`src/rtl/imem_uart_tx_if.sv`:
```
// imem_uart_tx_if: bundles the dump request, imem read port and UART line of imem_uart_tx.
// master = host/imem side (drives start, len, mem_data); slave = the transmitter.
interface imem_uart_tx_if #(
  parameter int unsigned AW = 6
) ();

  logic          start;
  logic [AW:0]   len;
  logic          mem_rd;
  logic [AW-1:0] mem_addr;
  logic [7:0]    mem_data;
  logic          tx;
  logic          busy;
  logic          done;

  modport master (
    output start,
    output len,
    output mem_data,
    input  mem_rd,
    input  mem_addr,
    input  tx,
    input  busy,
    input  done
  );

  modport slave (
    input  start,
    input  len,
    input  mem_data,
    output mem_rd,
    output mem_addr,
    output tx,
    output busy,
    output done
  );

endinterface

```
`src/rtl/imem_uart_tx.sv`:
```
// imem_uart_tx: reads len bytes of instruction memory and sends them as 8N1 UART frames,
// preceded by the ASCII header "TECTUINNO".
// Optional feature: define IMEM_UART_TX_CKSUM_EN to append an 8-bit mod-256 payload checksum
// frame after the payload. Without it the checksum logic is not built.
// Reset is synchronous and active-low.
module imem_uart_tx #(
  parameter int unsigned CLKS_PER_BIT = 235,
  parameter int unsigned AW           = 6
) (
  input logic          clk,
  input logic          rst,
  imem_uart_tx_if.slave bus
);

  localparam int unsigned    CntW   = $clog2(CLKS_PER_BIT);
  localparam logic [CntW-1:0] CntMax = CntW'(CLKS_PER_BIT - 1);
  localparam logic [3:0]     HdrLen = 4'd9;
  localparam logic [3:0]     LastBit = 4'd9;

  typedef enum logic [1:0] {
    BIdle,
    BBit,
    BDone
  } bstate_e;

  typedef enum logic [2:0] {
    StIdle,
    StHdr,
    StRdReq,
    StRdCap,
    StSend,
    StTail,
    StFin
  } state_e;

  // Header ROM: "TECTUINNO".
  function automatic logic [7:0] hdr_char(input logic [3:0] idx);
    logic [7:0] c;
    unique case (idx)
      4'd0:    c = 8'h54;  // T
      4'd1:    c = 8'h45;  // E
      4'd2:    c = 8'h43;  // C
      4'd3:    c = 8'h54;  // T
      4'd4:    c = 8'h55;  // U
      4'd5:    c = 8'h49;  // I
      4'd6:    c = 8'h4E;  // N
      4'd7:    c = 8'h4E;  // N
      4'd8:    c = 8'h4F;  // O
      default: c = 8'h00;
    endcase
    return c;
  endfunction

  // Byte engine state.
  bstate_e         b_state_q, b_state_d;
  logic [9:0]      shift_q, shift_d;
  logic [3:0]      bit_cnt_q, bit_cnt_d;
  logic [CntW-1:0] clk_cnt_q, clk_cnt_d;
  logic            tx_q, tx_d;

  // Main FSM state.
  state_e          state_q, state_d;
  logic [AW:0]     len_q, len_d;
  logic [AW:0]     sent_q, sent_d;
  logic [AW:0]     sent_inc;
  logic [AW-1:0]   addr_q, addr_d;
  logic [3:0]      hdr_idx_q, hdr_idx_d;
  logic            hdr_wait_q, hdr_wait_d;
`ifdef IMEM_UART_TX_CKSUM_EN
  logic [7:0]      cksum_q, cksum_d;
  logic            tail_end_q, tail_end_d;
`endif

  // Main FSM -> byte engine.
  logic            launch;
  logic [7:0]      launch_byte;
  logic            b_done;

  assign b_done   = (b_state_q == BDone);
  assign sent_inc = sent_q + (AW+1)'(1);

  // Main FSM: next state, counters and byte launch requests.
  always_comb begin
    state_d     = state_q;
    len_d       = len_q;
    sent_d      = sent_q;
    addr_d      = addr_q;
    hdr_idx_d   = hdr_idx_q;
    hdr_wait_d  = hdr_wait_q;
`ifdef IMEM_UART_TX_CKSUM_EN
    cksum_d     = cksum_q;
    tail_end_d  = tail_end_q;
`endif
    launch      = 1'b0;
    launch_byte = hdr_char(hdr_idx_q);

    unique case (state_q)
      StIdle: begin
        if (bus.start) begin
          len_d      = bus.len;
          sent_d     = '0;
          addr_d     = '0;
          hdr_idx_d  = '0;
          // One dead cycle in HDR puts the first start bit 2 cycles after start.
          hdr_wait_d = 1'b1;
`ifdef IMEM_UART_TX_CKSUM_EN
          cksum_d    = '0;
          tail_end_d = 1'b0;
`endif
          state_d    = StHdr;
        end
      end

      StHdr: begin
        hdr_wait_d = 1'b0;
        if ((b_state_q == BIdle && hdr_idx_q == '0 && !hdr_wait_q) ||
            (b_done && hdr_idx_q != HdrLen)) begin
          launch    = 1'b1;
          hdr_idx_d = hdr_idx_q + 4'd1;
        end else if (b_done) begin
          if (len_q != '0) begin
            state_d = StRdReq;
          end else begin
            state_d = StTail;
`ifdef IMEM_UART_TX_CKSUM_EN
            // Launch straight from B_DONE so the checksum frame has a 1-cycle gap.
            launch      = 1'b1;
            launch_byte = cksum_q;
`endif
          end
        end
      end

      StRdReq: begin
        state_d = StRdCap;
      end

      StRdCap: begin
        launch      = 1'b1;
        launch_byte = bus.mem_data;
`ifdef IMEM_UART_TX_CKSUM_EN
        cksum_d     = cksum_q + bus.mem_data;
`endif
        state_d     = StSend;
      end

      StSend: begin
        if (b_done) begin
          sent_d = sent_inc;
          if (sent_inc < len_q) begin
            // Address only advances when another read follows, so it rests on the last byte.
            addr_d  = addr_q + AW'(1);
            state_d = StRdReq;
          end else begin
            state_d = StTail;
`ifdef IMEM_UART_TX_CKSUM_EN
            launch      = 1'b1;
            launch_byte = cksum_q;
`endif
          end
        end
      end

      StTail: begin
`ifdef IMEM_UART_TX_CKSUM_EN
        // Extra cycle after the checksum stop bit keeps done 2 cycles after the last frame.
        if (tail_end_q) begin
          state_d = StFin;
        end else if (b_done) begin
          tail_end_d = 1'b1;
        end
`else
        state_d = StFin;
`endif
      end

      StFin: begin
        state_d = StIdle;
      end

      default: begin
        state_d = StIdle;
      end
    endcase
  end

  // Main FSM registers.
  always_ff @(posedge clk) begin
    if (!rst) begin
      state_q    <= StIdle;
      len_q      <= '0;
      sent_q     <= '0;
      addr_q     <= '0;
      hdr_idx_q  <= '0;
      hdr_wait_q <= 1'b0;
`ifdef IMEM_UART_TX_CKSUM_EN
      cksum_q    <= '0;
      tail_end_q <= 1'b0;
`endif
    end else begin
      state_q    <= state_d;
      len_q      <= len_d;
      sent_q     <= sent_d;
      addr_q     <= addr_d;
      hdr_idx_q  <= hdr_idx_d;
      hdr_wait_q <= hdr_wait_d;
`ifdef IMEM_UART_TX_CKSUM_EN
      cksum_q    <= cksum_d;
      tail_end_q <= tail_end_d;
`endif
    end
  end

  // Byte engine: shifts a 10-bit start/data/stop frame out, CLKS_PER_BIT cycles per bit.
  always_comb begin
    b_state_d = b_state_q;
    shift_d   = shift_q;
    bit_cnt_d = bit_cnt_q;
    clk_cnt_d = clk_cnt_q;
    tx_d      = 1'b1;

    unique case (b_state_q)
      BIdle, BDone: begin
        if (launch) begin
          b_state_d = BBit;
          shift_d   = {1'b1, launch_byte, 1'b0};
          bit_cnt_d = '0;
          clk_cnt_d = '0;
        end else begin
          b_state_d = BIdle;
        end
      end

      BBit: begin
        if (clk_cnt_q == CntMax) begin
          clk_cnt_d = '0;
          if (bit_cnt_q == LastBit) begin
            b_state_d = BDone;
          end else begin
            bit_cnt_d = bit_cnt_q + 4'd1;
            shift_d   = {1'b1, shift_q[9:1]};
          end
        end else begin
          clk_cnt_d = clk_cnt_q + CntW'(1);
        end
      end

      default: begin
        b_state_d = BIdle;
      end
    endcase

    // Line is driven from a flop so the pin never glitches.
    if (b_state_d == BBit) begin
      tx_d = shift_d[0];
    end
  end

  // Byte engine registers.
  always_ff @(posedge clk) begin
    if (!rst) begin
      b_state_q <= BIdle;
      shift_q   <= '1;
      bit_cnt_q <= '0;
      clk_cnt_q <= '0;
      tx_q      <= 1'b1;
    end else begin
      b_state_q <= b_state_d;
      shift_q   <= shift_d;
      bit_cnt_q <= bit_cnt_d;
      clk_cnt_q <= clk_cnt_d;
      tx_q      <= tx_d;
    end
  end

  assign bus.tx       = tx_q;
  assign bus.mem_rd   = (state_q == StRdReq);
  assign bus.mem_addr = addr_q;
  assign bus.busy     = (state_q != StIdle) && (state_q != StFin);
  assign bus.done     = (state_q == StFin);

endmodule

```
`src/flat_wrapper.sv`:
```
// flat-port wrapper written by rule: the top's interface ports become plain ports
module imem_uart_tx_flat 
#(
  parameter int unsigned CLKS_PER_BIT = 235,
  parameter int unsigned AW           = 6
)
  (clk, rst, bus_start, bus_len, bus_mem_data, bus_mem_rd, bus_mem_addr, bus_tx, bus_busy, bus_done);
  imem_uart_tx_if #(.AW(AW)) bus_i ();
  input logic clk;
  input logic rst;
  input wire logic [$bits(bus_i.start)-1:0] bus_start;
  input wire logic [$bits(bus_i.len)-1:0] bus_len;
  input wire logic [$bits(bus_i.mem_data)-1:0] bus_mem_data;
  output wire logic [$bits(bus_i.mem_rd)-1:0] bus_mem_rd;
  output wire logic [$bits(bus_i.mem_addr)-1:0] bus_mem_addr;
  output wire logic [$bits(bus_i.tx)-1:0] bus_tx;
  output wire logic [$bits(bus_i.busy)-1:0] bus_busy;
  output wire logic [$bits(bus_i.done)-1:0] bus_done;
  assign bus_i.start = bus_start;
  assign bus_i.len = bus_len;
  assign bus_i.mem_data = bus_mem_data;
  assign bus_mem_rd = bus_i.mem_rd;
  assign bus_mem_addr = bus_i.mem_addr;
  assign bus_tx = bus_i.tx;
  assign bus_busy = bus_i.busy;
  assign bus_done = bus_i.done;
  imem_uart_tx #(.CLKS_PER_BIT(CLKS_PER_BIT), .AW(AW)) u_core (.clk(clk), .rst(rst), .bus(bus_i));
endmodule
```
`config.mk`:
```
export PLATFORM = sky130hd
export DESIGN_NAME = imem_uart_tx_flat
export DESIGN_NICKNAME = d
export VERILOG_FILES = /design/src/rtl/imem_uart_tx_if.sv /design/src/rtl/imem_uart_tx.sv /design/src/flat_wrapper.sv
export SDC_FILE = /design/constraint.sdc
export NUM_CORES = 1
export LEC_CHECK = 0
export ABC_AREA = 1
export BUFFER_PORTS_ARGS = -buffer_cell sky130_fd_sc_hd__buf_2
export CAP_MARGIN = 20
export CORE_ASPECT_RATIO = 2
export CORE_MARGIN = 10
export CORE_UTILIZATION = 50
export CTS_CLUSTER_SIZE = 28
export DETAILED_ROUTE_END_ITERATION = 16
export MAX_ROUTING_LAYER = met4
export PLACE_DENSITY = 0.75
export SYNTH_ARGS = -nofsm -noshare
export SYNTH_HDL_FRONTEND = slang
export SYNTH_SLANG_ARGS = --single-unit
```
`constraint.sdc`:
```
create_clock -name clk -period 5.6 [get_ports clk]
set_clock_uncertainty 0.2 [all_clocks]
set_input_delay 0.84 -clock clk [delete_from_list [all_inputs] [get_ports clk]]
set_output_delay 0.84 -clock clk [all_outputs]
set_load 0.02 [all_outputs]
```
==> out/qor.csv, run 1 <==
metric;value;unit
outcome;finished, final reports clean;
fin_area;0.00364;sq mm
p_per_area;450;mW/mm^2
htreeDepth;3;
firstDrtPassIters;4;
crit_path_frequent_cell;nand2_1;
startpoint;rst;
cp-start-kind;input port;
gp_congestion;0.915;
initial_utilization;50.6;%
cp_data_arrival_time;2.79;ns
synth_cell_types;32;
yosysTopAreaCellShare;37.3;%
die_h;133;um
nNetsFinal;507;
final_antenna_net_count;0;
setup_violations;0;
die_w;76.3;um
worstPathRequired;5.62;ns
antenna_cells;0;
comb_power_share;34.4;%
cts_hold_buf;0;
syn_avg_cell_area;7.18;sq um
placed_area;0.00336;sq mm
final_cells;561;
grt_max_degree;30;
max_freq;360;MHz
first_global_vias;2954;
finalHoldViolations;0;
area.growth.synth_to_final;14.9;%
dieArea;0.0101;sq mm
max_stage_delay;0.54;ns
grt_usage;15.6;%
slowest_stage;inv_1;
post-route-min-period;2.78;ns
yosys-top-cells-area;dfxtp_1, nand2_1, ha_1, a21oi_1, inv_1;
synth_nets;478;
cap_violations;0;
rsz0062_at_grt;false;
crit_path_end_kind;flop;
row_count;41;
numCtsBuffers;9;
post_cts_buffers;0;
cts.sinks;59;
p_leak;1.65;nW
power.share.clock;30.4;%
vdd_drop_max;0.000202;V
dp_cells;545;
final_max_slew_viol_count;0;
cts_buffer_depth;2;
worst-slew-pin-transition;0.957;ns
ys_ff_latch;59;
fin_crit_sh;49.6;%
p_seq_share;35.2;%
drtIter0Drc;171;
drive_gt1_share;15.8;%
clkTransAtPathRegs;0.05;ns
final_common_cell;nand2_1;
switching_share;38.4;%
antenna_found_initial;0;
wirelength;7310;um
hold_start;u_core.shift_q[9];
cts_tree;built;
utilization;58.1;%
maxSlewHeadroom;35.9;%
crit_type;in -> reg;
cts-resized-gates;0;
reg2reg_from;u_core.sent_q[0];
intPower;1.01;mW
postSynthCellCount;441;
fin_setup_tns;0;ns
ys_warn_count;0;
routed_via_density;5.23;
clock-root-buffer;clkbuf_16;
gr-total-overflow;0;
grt_pass1_wl;12800;um
hold_class;reg -> reg;
wl_per_cell;13.0;um
cp_max_fo;29;
insertion_delay;0.33;ns
cp_cell_sequence;buf_2 -> inv_1 -> nor2_1 -> inv_1 -> ha_1 -> inv_1 -> nand2_1 -> nand2_1 -> nand2_1 -> nand2_1;
io_buffers;27;
vias;2932;
place_hpwl;5390;um
synth_top_area_cell;dfxtp_1;
coreArea;0.00626;sq mm
layout_common_cells;nand2_1, dfxtp_1, inv_1;
ioPinCount;28;
syn_area;0.00317;sq mm
yosysSeqAreaShare;37.3;%
switching_power;0.630;mW
route.detailed.drc;0;
==> final timing paths <==
path              depth (start not counted)  slack [ns]                     end
setup / recovery                         10        2.82                    flop
hold / removal                            2        0.24       u_core.shift_q[9]
setup reg to reg                         14        2.84  u_core.bus.mem_addr[0]
hold reg to reg                           2        0.24       u_core.shift_q[9]
==> power groups by stage <==
stage | sequential, mW | combinational, mW | clock [mW]
floorplan | 0.566 | 0.447 | 0
global placement | 0.577 | 0.547 | 0
detailed placement | 0.581 | 0.557 | 0
CTS | 0.574 | 0.566 | 0.509
global route | 0.585 | 0.654 | 0.528
finish | 0.577 | 0.564 | 0.498
==> synth_stat cells (all sizes together) <==
master / count
nand4: 17
a21oi: 39
or2: 1
nand3: 34
xor2: 9
and2: 1
buf: 3
o21bai: 1
xnor2: 2
o22ai: 1
nor3: 9
o21ai: 22
clkbuf: 6
a211oi: 2
o211ai: 1
nand2: 115
nor4: 2
nor2: 41
dfxtp: 59
inv: 55
nand3b: 2
ha: 19
==> logic make-up (layout without fill, tap and decap cells) <==
group / count (synthesis) / count (layout) / share of synthesized area [%]
AND/OR/NAND/NOR: 222 / 222 / 33.3
AO/OA/AOI/OAI: 66 / 66 / 10.9
buffers and inverters: 64 / 98 / 7.91
flip-flops: 59 / 59 / 37.3
adder cells (fa/ha/maj): 19 / 19 / 7.51
XOR/XNOR: 11 / 11 / 3.04
==> layout make-up <==
cell class,instances,area [sq um]
Clock buffer,14,264
Clock inverter,2,10.0
Fill cell,602,2620
Inverter,55,206
Multi-Input combinational cell,318,1730
Sequential cell,59,1180
Tap cell,86,108
Timing Repair Buffer,27,135
==> per-layer routing <==
layer / wire [um] / up-vias / part of all wire (%) / GRT usage [%]
met5: 0 / - / 0 / -
met4: 236 / 0 / 3.2 / 9.77
met3: 289 / 20 / 4.0 / 4.27
met2: 3880 / 56 / 53 / 27.9
met1: 2900 / 1359 / 40 / 14.1
li1: - / 1497 / - / -
==> stage by stage <==
stage | power [mW] | worst slack [ns] | hold WS [ns]
floorplan | 1.01 | 3.27 | 0.212
global placement | 1.12 | 2.56 | 0.223
detailed placement | 1.14 | 2.50 | 0.233
CTS | 1.65 | 2.84 | 0.244
global route | 1.77 | 2.57 | 0.279
finish | 1.64 | 2.82 | 0.240
==> worst max-delay path: cells and delay by family <==
kind / cells / cell delay (ns)
buf+inv: 4 / 1.07
simple gates: 5 / 0.58
fa+ha+maj: 1 / 0.28
Power figures use the tool's default switching activity.
==> run 2: changes to the inputs <==
==> constraint.sdc (replaced) <==
create_clock -name clk -period 2.7 [get_ports clk]
set_clock_uncertainty 0.2 [all_clocks]
set_input_delay 0.405 -clock clk [delete_from_list [all_inputs] [get_ports clk]]
set_output_delay 0.405 -clock clk [all_outputs]
set_load 0.02 [all_outputs]
==> run 2 against run 1 <==
  * Via count grew 1.1%
  * Clock power increased to 2.5 times the previous value
  * Global-route usage rose by 0.081 points
  * Sequential power up 110%
  * Cell area is 3.2% higher
  * Highest routed layer unchanged
  * Worst hold slack got worse by 0.11 ns
  * Critical path type is now reg -> reg
  * Non-clock buffer count rose by 4
  * Core utilization grew 1.9 points
  * Cell count is 0.71% higher
==> out/qor.csv, run 2 (synthesis results as in run 1) <==
metric;value;unit;change
first_global_vias;2932;;-0.74%
cp-start-kind;flop;;
slowest_stage;dfxtp_4;;
startpoint;u_core.sent_q[0];;
crit_path_end_kind;flop;;
p_leak;1.69;nW;+2.6%
p_per_area;968;mW/mm^2;+110%
die_w;76.3;um;unchanged
drive_gt1_share;18.2;%;+2.4 points
cts-resized-gates;0;;unchanged
reg2reg_from;u_core.sent_q[0];;
reg2regPathDepth;14;;unchanged
insertion_delay;0.34;ns;about the same
final_antenna_net_count;0;;unchanged
multi_input_area;0.00176;sq mm;+1.6%
setup_violations;0;;unchanged
outcome;finished, final reports clean;;
cp_cell_sequence;ha_4 -> nand3_2 -> nand3b_1 -> xor2_1 -> inv_1 -> ha_1 -> nand2_2 -> nor2_1 -> nor3_1 -> nand2_1 -> nand2_2 -> nand2_4 -> a21oi_1 -> nor2_1;;
finalHoldViolations;0;;unchanged
place_hpwl;5490;um;+1.8%
crit_family;simple AND/OR/NAND/NOR gates;;
wirelength;7320;um;+0.12%
worst_r2r_endpoint;u_core.bus.mem_addr[0];;
area.growth.synth_to_final;18.7;%;
fillerInstances;596;;-1.0%
dp_slack;0.105;ns;-2.39 ns
gp_congestion;0.896;;-2.1%
final_max_slew_viol_count;0;;unchanged
cp-endpoint;u_core.bus.mem_addr[0];;
io_buffers;27;;unchanged
layout_common_cells;nand2_1, dfxtp_1, inv_1;;
initial_utilization;50.6;%;unchanged
drtIter0Drc;162;;-5.3%
worst-slew-pin-transition;0.546;ns;-0.412 ns
final_common_cell;nand2_1;;
ioPinCount;28;;unchanged
critPathBufInv;1;;-3
utilization;60.0;%;+1.9 points
antenna_cells;0;;unchanged
numCtsBuffers;9;;unchanged
die_h;133;um;unchanged
cap_violations;0;;unchanged
post-route-min-period;2.51;ns;
fin_crit_sh;93.0;%;
routed_via_density;5.25;;+0.38%
worstPathRequired;2.72;ns;-2.90 ns
vdd_drop_max;0.000537;V;+170%
max_freq;398;MHz;
maxSlewHeadroom;63.5;%;+28 points
coreArea;0.00626;sq mm;unchanged
placed_area;0.00339;sq mm;+0.89%
crit_type;reg -> reg;;
antenna_found_initial;0;;unchanged
gr-total-overflow;0;;unchanged
route.detailed.drc;0;;unchanged
cts.sinks;59;;unchanged
htreeDepth;3;;unchanged
hold_class;in -> reg;;
nNetsFinal;511;;+0.79%
vias;2964;;+1.1%
setup_ws;0.188;ns;-2.64 ns
cp_data_arrival_time;2.53;ns;-0.26 ns
wl_per_cell;13.0;um;-0.59%
post_cts_buffers;0;;unchanged
clock-root-buffer;clkbuf_16;;
grt_pass1_wl;12700;um;-0.48%
firstDrtPassIters;6;;+2
cp.depth;14;;+4
fin_area;0.00376;sq mm;+3.2%
grt_max_degree;29;;-3.3%
reg2reg_slack;0.19;ns;-2.65 ns
total_power;3.63;mW;+120%
fin_setup_tns;0;ns;unchanged
cts_buffer_depth;2;;unchanged
grt_usage;15.7;%;+0.081 points
cts_hold_buf;0;;unchanged
dieArea;0.0101;sq mm;unchanged
clkTransAtPathRegs;0.05;ns;about the same
max_stage_delay;0.38;ns;-0.16 ns
cp_max_fo;6;;-79%
row_count;41;;unchanged
regArea;0.00119;sq mm;+0.42%
cts_tree;built;;
## run 2: cell count changes in the layout (fill, tap and decap cells not counted), moves of 2 or more
cell | previous run | this run
buf_4 | 0 | 4
bufinv_16 | 0 | 2
clkbuf_1 | 3 | 1
dfxtp_1 | 59 | 57
nand2_1 | 101 | 99
## run 2: where the power goes
group          internal, mW  switching (mW)  leakage [nW]
clock                 0.855           0.392         0.159
combinational         0.384           0.812          1.05
sequential             1.06           0.130         0.482
total                  2.30            1.33          1.69
## run 2: stage by stage
step / std cells / hold slack, ns
after global placement: 549 / 0.221
after CTS: 565 / 0.122
final: 565 / 0.130
after detailed placement: 549 / 0.227
after global routing: 565 / 0.148
after floorplan: 441 / 0.212
## run 2: worst min-delay path, cell delays in order
cell     delay [ns]
buf_2          0.08
nand3_1        0.07
nand4_1        0.08
## run 2: routing by layer
metal	global-route usage (%)	vias to the layer above	routed length [um]
li1	-	1513	-
met1	14.1	1361	2850
met2	27.7	69	3890
met3	4.75	21	333
met4	10.3	0	241
met5	-	-	0
## run 2: how the worst min path moves through the flow
| stage | endpoint | from | slack, ns | cells after the start |
|---|---|---|---|---|
| after detailed placement | u_core.shift_q[9] | u_core.shift_q[9] | 0.23 | 2 |
| final | u_core.shift_q[6] | bus_mem_data[5] | 0.13 | 3 |
| after global routing | u_core.shift_q[6] | bus_mem_data[5] | 0.15 | 3 |
| after CTS | u_core.shift_q[6] | bus_mem_data[5] | 0.12 | 3 |
| after floorplan | u_core.shift_q[9] | u_core.shift_q[9] | 0.21 | 2 |
| after global placement | u_core.shift_q[9] | u_core.shift_q[9] | 0.22 | 2 |
## run 2: cell type report
type | instances | area share [%]
clock buffers | 12 | 6.83
clock inverters | 4 | 1.93
inverters | 55 | 5.50
multi-input cells | 318 | 46.9
flip-flops and latches | 59 | 31.6
well taps | 86 | 2.86
repair buffers | 31 | 4.40
